File: config.mk
export PLATFORM = sky130hd
export DESIGN_NAME = clock_set_core
export DESIGN_NICKNAME = d
export VERILOG_FILES = /design/src/rtl/clock_set_core.sv
export SDC_FILE = /design/constraint.sdc
export NUM_CORES = 1
export LEC_CHECK = 0
export BUFFER_PORTS_ARGS = -buffer_cell sky130_fd_sc_hd__buf_2
export CAP_MARGIN = 5
export CORE_MARGIN = 10
export CORE_UTILIZATION = 60
export DETAILED_ROUTE_END_ITERATION = 12
export PLACE_DENSITY = 0.88
export SYNTH_ARGS = -nofsm -noshare
export SYNTH_HDL_FRONTEND = slang
export SYNTH_SLANG_ARGS = --single-unit
File: constraint.sdc
create_clock -name clk_i -period 4.04 [get_ports clk_i]
set_input_delay 0.202 -clock clk_i [delete_from_list [all_inputs] [get_ports clk_i]]
set_output_delay 0.202 -clock clk_i [all_outputs]
set_load 0.05 [all_outputs]
File: src/rtl/clock_set_core.sv
// Time-of-day core: prescaled seconds tick, BCD sec/min/hour chain, set mode with inc/dec.
// Optional alarm compare enabled by defining CLOCK_SET_ALARM_EN.
module clock_set_core #(
    parameter int unsigned TICK_DIV     = 1,
    parameter int unsigned HOUR_MODULUS = 24
) (
    input  logic       clk_i,
    input  logic       cr_i,
    input  logic       run_i,
    input  logic [1:0] set_sel_i,
    input  logic       set_inc_i,
    input  logic       set_dec_i,
`ifdef CLOCK_SET_ALARM_EN
    input  logic       alarm_set_i,
    input  logic [7:0] alarm_hour_i,
    input  logic [7:0] alarm_minute_i,
    output logic       alarm_o,
`endif
    output logic [7:0] second_o,
    output logic [7:0] minute_o,
    output logic [7:0] hour_o,
    output logic       sec_pulse_o,
    output logic       day_pulse_o
);

    localparam int unsigned PresW = (TICK_DIV > 1) ? $clog2(TICK_DIV) : 1;
    localparam logic [PresW-1:0] PresMax = PresW'(TICK_DIV - 1);
    localparam logic [7:0] HourMax = (HOUR_MODULUS == 12) ? 8'h11 : 8'h23;
    localparam logic [7:0] MinSecMax = 8'h59;

    logic [PresW-1:0] presc_q, presc_d;
    logic [7:0]       second_q, second_d;
    logic [7:0]       minute_q, minute_d;
    logic [7:0]       hour_q, hour_d;
    logic             sec_pulse_q, sec_pulse_d;
    logic             day_pulse_q, day_pulse_d;
    logic             run_mode;
    logic             tick;
    logic             set_step;

    function automatic logic [7:0] bcd_inc(input logic [7:0] v, input logic [7:0] max);
        if (v == max) begin
            return 8'h00;
        end else if (v[3:0] == 4'd9) begin
            return {v[7:4] + 4'd1, 4'd0};
        end else begin
            return {v[7:4], v[3:0] + 4'd1};
        end
    endfunction

    function automatic logic [7:0] bcd_dec(input logic [7:0] v, input logic [7:0] max);
        if (v == 8'h00) begin
            return max;
        end else if (v[3:0] == 4'd0) begin
            return {v[7:4] - 4'd1, 4'd9};
        end else begin
            return {v[7:4], v[3:0] - 4'd1};
        end
    endfunction

    assign run_mode = (set_sel_i == 2'b00);
    assign tick     = run_mode && run_i && (presc_q == PresMax);
    // Simultaneous inc and dec cancel out.
    assign set_step = set_inc_i ^ set_dec_i;

    always_comb begin
        presc_d     = presc_q;
        second_d    = second_q;
        minute_d    = minute_q;
        hour_d      = hour_q;
        sec_pulse_d = 1'b0;
        day_pulse_d = 1'b0;
        if (!run_mode) begin
            presc_d = '0;
            if (set_step) begin
                case (set_sel_i)
                    2'b01: second_d = set_inc_i ? bcd_inc(second_q, MinSecMax)
                                                : bcd_dec(second_q, MinSecMax);
                    2'b10: minute_d = set_inc_i ? bcd_inc(minute_q, MinSecMax)
                                                : bcd_dec(minute_q, MinSecMax);
                    2'b11: hour_d   = set_inc_i ? bcd_inc(hour_q, HourMax)
                                                : bcd_dec(hour_q, HourMax);
                    default: ;
                endcase
            end
        end else if (run_i) begin
            presc_d = tick ? '0 : presc_q + 1'b1;
            if (tick) begin
                sec_pulse_d = 1'b1;
                second_d    = bcd_inc(second_q, MinSecMax);
                if (second_q == MinSecMax) begin
                    minute_d = bcd_inc(minute_q, MinSecMax);
                    if (minute_q == MinSecMax) begin
                        hour_d      = bcd_inc(hour_q, HourMax);
                        day_pulse_d = (hour_q == HourMax);
                    end
                end
            end
        end
    end

    always_ff @(posedge clk_i or posedge cr_i) begin
        if (cr_i) begin
            presc_q     <= '0;
            second_q    <= 8'h00;
            minute_q    <= 8'h00;
            hour_q      <= 8'h00;
            sec_pulse_q <= 1'b0;
            day_pulse_q <= 1'b0;
        end else begin
            presc_q     <= presc_d;
            second_q    <= second_d;
            minute_q    <= minute_d;
            hour_q      <= hour_d;
            sec_pulse_q <= sec_pulse_d;
            day_pulse_q <= day_pulse_d;
        end
    end

    assign second_o    = second_q;
    assign minute_o    = minute_q;
    assign hour_o      = hour_q;
    assign sec_pulse_o = sec_pulse_q;
    assign day_pulse_o = day_pulse_q;

`ifdef CLOCK_SET_ALARM_EN
    logic [7:0] alarm_hour_q, alarm_minute_q;
    logic       alarm_q, alarm_d;

    // Compare against the post-tick time so the alarm lands with the new time.
    assign alarm_d = tick && (second_d == 8'h00) && (minute_d == alarm_minute_q) &&
                     (hour_d == alarm_hour_q);

    always_ff @(posedge clk_i or posedge cr_i) begin
        if (cr_i) begin
            alarm_hour_q   <= 8'h00;
            alarm_minute_q <= 8'h00;
            alarm_q        <= 1'b0;
        end else begin
            if (alarm_set_i) begin
                alarm_hour_q   <= alarm_hour_i;
                alarm_minute_q <= alarm_minute_i;
            end
            alarm_q <= alarm_d;
        end
    end

    assign alarm_o = alarm_q;
`endif

endmodule

* Yosys cells after proc, flatten, opt, wreduce, memory -nomap -nowiden *
Index checks and enable logic that the tools add are counted.

cells by class
  add/subtract/negate cells = 13
  $mul = 0
  div/mod/pow operators = 0
  magnitude comparators = 0
  equality and inequality tests = 13
  shift-type cells = 0
  mux-type cells = 44
  bitwise operators = 2
  reduce and logical (&&, ||, !) cells = 22

operators by type and width
  cell                 count
  $mux 8               33
  $add 4x1->4 const B  6
  $logic_not 8->1      3
  $sub 4x1->4 const B  6
  $eq 8x7->1 const B   2
  $eq 4x4->1 const B   3
  $logic_not 4->1      3
  $reduce_and 6->1     2
  $reduce_bool 4->1    3
  $mux 1               11
  $reduce_and 5->1     2
  $eq 8x6->1 const B   1
  $reduce_bool 2->1    4
  $reduce_and 7->1     1
  $ne 2x1->1 const B   3
  $eq 2x2->1 const B   2
  $reduce_and 4->1     1
  $eq 2x1->1 const B   1
  $logic_and 1x1->1    2
  $logic_not 2->1      1
  $ne 2x2->1 const B   1
  $add 1x1->1 const B  1
  $not 1->1            1
  $xor 1x1->1          1

word-level totals
  register bits = 27
  bits in latches = 0
  bits in writable memories = 0
  bits in read-only memories = 0
  input port bits = 7
  output and inout bits = 26
  word-level logic and storage cells = 103
  memories = 0

* Logic depth before layout (Yosys ltp) *
Gate-level depths: netlist of the first run.

  depth in word-level cells = 8
  mapped depth = 9
  mapped depth without buffers = 7

* Least setup slack after synthesis of the first run *
No wires, ideal clock.

  kind = register -> register
  start point = register second_q[1], in the netlist second_o[1]
  end point = register hour_q[4], in the netlist hour_o[4]
  arrival = 2073 ps
  required time = 3922 ps
  setup slack = 1849 ps
  cell stages (with the launch flop) = 9
  path buffers = 1
  clock period less this slack = 2191 ps
  path through = dfrtp_1 inv_1 ha_1 and3b_2 buf_4 nand3_2 o31a_1 a211o_1 a21o_1

on the way
  word-level cells in the longest chain between the ends = 3

ends and longest elaborated chain
  what                               line  text
  start: declaration                 32    logic [7:0] second_q, second_d;
  start signal: assignment           112   second_q <= second_d;
  $eq 8x7->1                         91    if (second_q == MinSecMax) begin
  $ne 2x1->1 (no source line)        n/a
  $reduce_and 7->1 (no source line)  n/a
  end signal: assignment             114   hour_q <= hour_d;
  end: declaration                   34    logic [7:0] hour_q, hour_d;

No other way between the ends.
A chain may end at the register's enable or synchronous reset.

* Worst setup path after layout of the first run *
Same ends and word-level chain as after synthesis.

==> flow_summary.ini, run 1 <==
[outcome]
status = completed

[synthesis]
ys.flop_type = dfrtp_1
synthArstFlopShare_pct = 100
synth_cell_type_count = 58
syn_area_per_cell_um2 = 8.54
synth_edf_count = 0
ys_ff_latch = 27
ys_warn_count = 0
postSynthCellCount = 269
synth_nets = 299
synth_seq_area_share_pct = 29.4
syn_area_um2 = 2300

[global_routing]
antenna_found_initial = 0
overflow = 0
grtUsageTotal_pct = 15.8
grt_first_pass_wirelength_um = 8840
grt_max_degree = 29
grt_pass1_vias = 2017

[timing]
hold_viol = 0
finalCritPeriodShare_pct = 54.7
fin_crit_ns = 2.21
rsz0062_at_grt = false
clock_skew_ns = 0.00212
worstMarginPinSlew_ns = 1.03
setup_ws_ns = 1.83
setup_viol = 0
finalSetupTns_ns = 0
slew_headroom_pct = 31.2
drv_slew = 0
max_freq_mhz = 452

[drt]
wl_per_cell_um = 16.3
first_pass_iters = 5
drt-total-wl_um = 5520
drt_iter0_markers = 136
postRouteAntennaNets = 0
route.detailed.drc = 0
vias = 2188
viasPerCell = 6.45

[finish]
layout_common_cells = buf_2 (32), dfrtp_1 (27), nand2_1 (24)
nets = 322
layout-drive-gt1-share_pct = 17.5
syn2layout_area_growth_pct = 6.75
antenna_cells = 0
mostFrequentLayoutCell = buf_2
fillers = 318

[cts]
cts_tree = done
root_buffer = clkbuf_8
postCtsHoldBufs = 0
cts_setup_buffers = 0
cts_resized = 0
htree_levels = 1
cts.sinks = 27
clk_latency_ns = 0.27
cts_buffers = 3
clock_path_buffers = 2
clkSlewWorstSetupHoldPaths_ns = 0.10

[critical_path]
startpoint_type = register
path_class = register to register
end_kind = register
crit_buf_inv = 1
path_max_fanout = 15
path_cells = inv_1 -> ha_1 -> and3b_2 -> nand3_2 -> o31a_1 -> a211o_1 -> a21o_1
worstPathRequired_ns = 4.21
cp_top_family = compound AO/OA/AOI/OAI gates
critPathMaxStageDelay_ns = 0.45
critPathArrivalTime_ns = 2.38
critPathSlowestCell = o31a_1

[power_and_ir_drop]
p_leak_nw = 1.09
ir_drop_uv = 510
powerDensity_nw_per_um2 = 758

[min_path]
hp-class = primary input to register

[flow_run]
maxCapViolCount = 0

[die]
die_w_um = 81.9
dieArea_um2 = 6710
die_h_um = 81.9
num_io_pins = 33
core_area_um2 = 3690
initial_utilization_pct = 62.3
rows = 22

[placement]
gp_congestion = 0.868
pre_cts_slack_ns = 1.86
portBuffers = 32
dp_hpwl_um = 3970
[power by group]
group / switching, mW / internal, mW / leakage [nW]
registers: 0.198 / 0.368 / 0.344
clock network: 0.0880 / 0.0708 / 0.0228
logic: 0.789 / 0.346 / 0.723
[path summary, 6_finish.rpt]
kind	to	cells after the start	startpoint	slack, ns
setup reg to reg	hour_o[4]$_DFFE_PP0P_	7	second_o[1]$_DFFE_PP0P_	1.83
min in group asynchronous	hour_o[3]$_DFFE_PP0P_	2	cr_i	0.16
setup / recovery	hour_o[4]$_DFFE_PP0P_	7	second_o[1]$_DFFE_PP0P_	1.83
hold reg to reg	sec_pulse_o$_DFF_PP0_	1	presc_q$_DFFE_PP0P_	0.50
hold / removal	presc_q$_DFFE_PP0P_	2	run_i	0.1
max in group asynchronous	hour_o[7]$_DFFE_PP0P_	2	cr_i	3.26
[kinds of logic after synthesis]
logic type / share of synthesized area [%]
and+or+nand+nor: 24.4
AOI/OAI and AO/OA: 24.9
xor gates and xnor gates: 0.381
adders and majority gates: 12.5
buffers and inverters: 7.57
DFF: 29.4
muxes: 0.871
[layout make-up]
type	instances	area, um^2	share of cell area, %
multi-input combinational	211	1450	59.1
clock buffer	4	45.0	1.84
sequential	27	676	27.5
tap	48	60.1	2.45
timing repair buffer	32	160	6.53
inverter	17	63.8	2.60
[Yosys cell counts, types with 4 or more instances]
library cell  number  area (um^2)
o21ai_0           19         95.1
nor3_1             8         40.0
ha_1              23          288
nor2_1            17         63.8
nor4_1             8         50.1
nand3b_1           6         45.0
or3b_2             4         35.0
dfrtp_1           27          676
inv_1             17         63.8
nand3_1            8         40.0
o22ai_1            4         25.0
nand2_1           24         90.1
a21oi_1           20          100
o31ai_1            6         45.0
a31oi_1            5         31.3
[sequential cells by signal, summed over array words and instances (netlist names)]
signal       flops
day_pulse_o      1
hour_o           8
minute_o         8
presc_q          1
sec_pulse_o      1
second_o         8
[metrics by stage]
| stage | total power [mW] | utilization [%] | area (um^2) | std cells | hold WS, ns |
|---|---|---|---|---|---|
| final | 1.86 | 66.5 | 2450 | 339 | 0.0962 |
| after global routing | 2.00 | 66.5 | 2450 | 339 | 0.108 |
| after CTS | 1.85 | 66.5 | 2450 | 339 | 0.102 |
| after detailed placement | 1.69 | 65.3 | 2410 | 335 | 0.384 |
| after global placement | 1.66 | 65.3 | 2410 | 335 | 0.385 |
| after floorplan | 1.45 | - | 2300 | 269 | 0.255 |
[routing by layer]
layer | vias up | share of wire (%) | track usage (%)
met2 | 99 | 48 | 27.5
li1 | 1043 | - | -
met3 | 6 | 7.7 | 2.95
met5 | - | 0 | 0
met4 | 0 | 0.69 | 3.57
met1 | 1040 | 44 | 19.8
No activity file was read; power rests on OpenSTA's default activity.
==> run 2, diff against run 1 <==
CORE_UTILIZATION = 52   (was 60)
PLACE_DENSITY = 0.81   (was 0.88)
clock period = 2 ns   (was 4.04 ns; I/O delays follow)
==> run 2 against run 1 <==
Compared with the run above:
- the flow now finishes with violations (hold timing)
- utilization is 3.5 points lower
- count of clock-buffer cells in the layout did not move
- critical path depth did not move
- power is 120% higher
- critical path type unchanged
- critical endpoint is now minute_o[7]$_DFFE_PP0P_
- largest cell class unchanged
==> flow_summary.ini, run 2 (synthesis results as in run 1) <==
[outcome]
status = finished, violations left
violations = hold timing

[finish]
mostFrequentLayoutCell = buf_2
syn2layout_area_growth_pct = 18.5
nets = 350
layout-drive-gt1-share_pct = 29.5
postLayoutCoreUtil_pct = 63.0
final_area_um2 = 2720
antenna_cells = 0
layout_common_cells = buf_2 (32), buf_4 (27), nand2_1 (24)

[drt]
first_pass_iters = 4
drt_iter0_markers = 194
viasPerCell = 6.28
postRouteAntennaNets = 0
wl_per_cell_um = 16.4
drt-total-wl_um = 6090
vias = 2330
route.detailed.drc = 0

[die]
rows = 24
die_w_um = 86.5
initial_utilization_pct = 53.2
dieArea_um2 = 7480
core_area_um2 = 4320
num_io_pins = 33
die_h_um = 86.5

[cts]
clock_path_buffers = 2
cts.sinks = 27
clk_latency_ns = 0.27
root_buffer = clkbuf_8
cts_buffers = 3
htree_levels = 1
cts_tree = done
clkSlewWorstSetupHoldPaths_ns = 0.10

[global_routing]
grt_pass1_vias = 2137
overflow = 0
antenna_found_initial = 0
grt_max_degree = 28
grtUsageTotal_pct = 15.3
grt_first_pass_wirelength_um = 9740

[timing]
slew_headroom_pct = 52.5
holdWs_ns = -0.00157
finalCritPeriodShare_pct = 96.8
max_freq_mhz = 516
setup_viol = 0
fin_crit_ns = 1.94
drv_slew = 0
finalSetupTns_ns = 0
worstMarginPinSlew_ns = 0.710
hold_viol = 1
clock_skew_ns = 0.00341

[power_and_ir_drop]
finalPower_mw = 4.07
powerDensity_nw_per_um2 = 1500
p_leak_nw = 1.22
ir_drop_uv = 912

[flow_run]
maxCapViolCount = 0

[critical_path]
reg2reg_depth = 7
reg2reg_to = minute_o[7]$_DFFE_PP0P_
rrSetupSlack_ns = 0.06
worstPathRequired_ns = 2.14
critPathArrivalTime_ns = 2.08
path_class = register to register
reg2reg_from = minute_o[5]$_DFFE_PP0P_
end_kind = register
path_max_fanout = 4
startpoint_type = register

[min_path]
whs_path_depth = 2
hp-start = run_i
hp-class = primary input to register
hold-path-endpoint = presc_q$_DFFE_PP0P_

[placement]
gp_congestion = 0.955
dp_hpwl_um = 4500
portBuffers = 32
place_area_um2 = 2590
-- run 2: cell count changes in the layout (fill, tap and decap cells not counted), sizes merged --
cell	before	now
dlygate4sd3	0	1
buf	32	59
-- run 2: worst max path at each step --
stage                                  startpoint                 endpoint  slack, ns  cells after the start
after floorplan           second_o[1]$_DFFE_PP0P_    hour_o[4]$_DFFE_PP0P_      -0.03                      8
after global placement    second_o[0]$_DFFE_PP0P_  second_o[6]$_DFFE_PP0P_       0.09                      7
after detailed placement  second_o[1]$_DFFE_PP0P_  second_o[6]$_DFFE_PP0P_      -0.02                      7
after CTS                 second_o[1]$_DFFE_PP0P_  second_o[6]$_DFFE_PP0P_       0.02                      7
after global routing        hour_o[1]$_DFFE_PP0P_    hour_o[4]$_DFFE_PP0P_      -0.01                      7
final                     minute_o[5]$_DFFE_PP0P_  minute_o[7]$_DFFE_PP0P_       0.06                      7
-- run 2: where the power goes --
part / switching [mW] / total (mW) / internal (mW)
Sequential: 0.303 / 1.06 / 0.756
Combinational: 1.79 / 2.69 / 0.909
Clock: 0.176 / 0.318 / 0.143
-- run 2: timing repair --
action	4_1_cts	5_1_grt
hold buffers	1	0
hold endpoints to repair	27	0
resized for setup	2	11
pin swaps	0	1
buffers inserted	0	4
setup endpoints to repair	2	9
-- run 2: per-layer routing --
metal  share of wire, %  GRT usage [%]  vias to the layer above  wire length (um)
met1                 44           19.9                     1121              2660
li1                   -              -                     1098                 -
met2                 48           25.2                      105              2920
met5                  0              0                        -                 0
met3                7.5           3.38                        6               455
met4               0.85           3.24                        0                52
-- run 2: through the flow --
| step | cells | setup WS (ns) | hold WS (ns) |
|---|---|---|---|
| 5_1_grt | 371 | -0.00998 | 0.000539 |
| 3_5_place_dp | 362 | -0.0153 | 0.186 |
| 3_3_place_gp | 362 | 0.0941 | 0.181 |
| 2_1_floorplan | 269 | -0.0300 | 0.152 |
| 4_1_cts | 367 | 0.0232 | 0.000141 |
| 6_report | 371 | 0.0633 | -0.00157 |
-- run 2: layout make-up --
| type | count | area (um^2) |
|---|---|---|
| Inverter | 17 | 63.8 |
| Tap cell | 52 | 65.1 |
| Sequential cell | 27 | 684 |
| Fill cell | 383 | 1600 |
| Timing Repair Buffer | 60 | 373 |
| Clock buffer | 4 | 45.0 |
| Multi-Input combinational cell | 211 | 1490 |
-- run 2: critical path, stage by stage (launching register included) --
cell and delay (ns):
dfrtp_1 0.40, inv_1 0.13, ha_1 0.20, nand3b_1 0.12, buf_4 0.17, o21a_1 0.22, a2111oi_0 0.44, a211oi_1 0.12
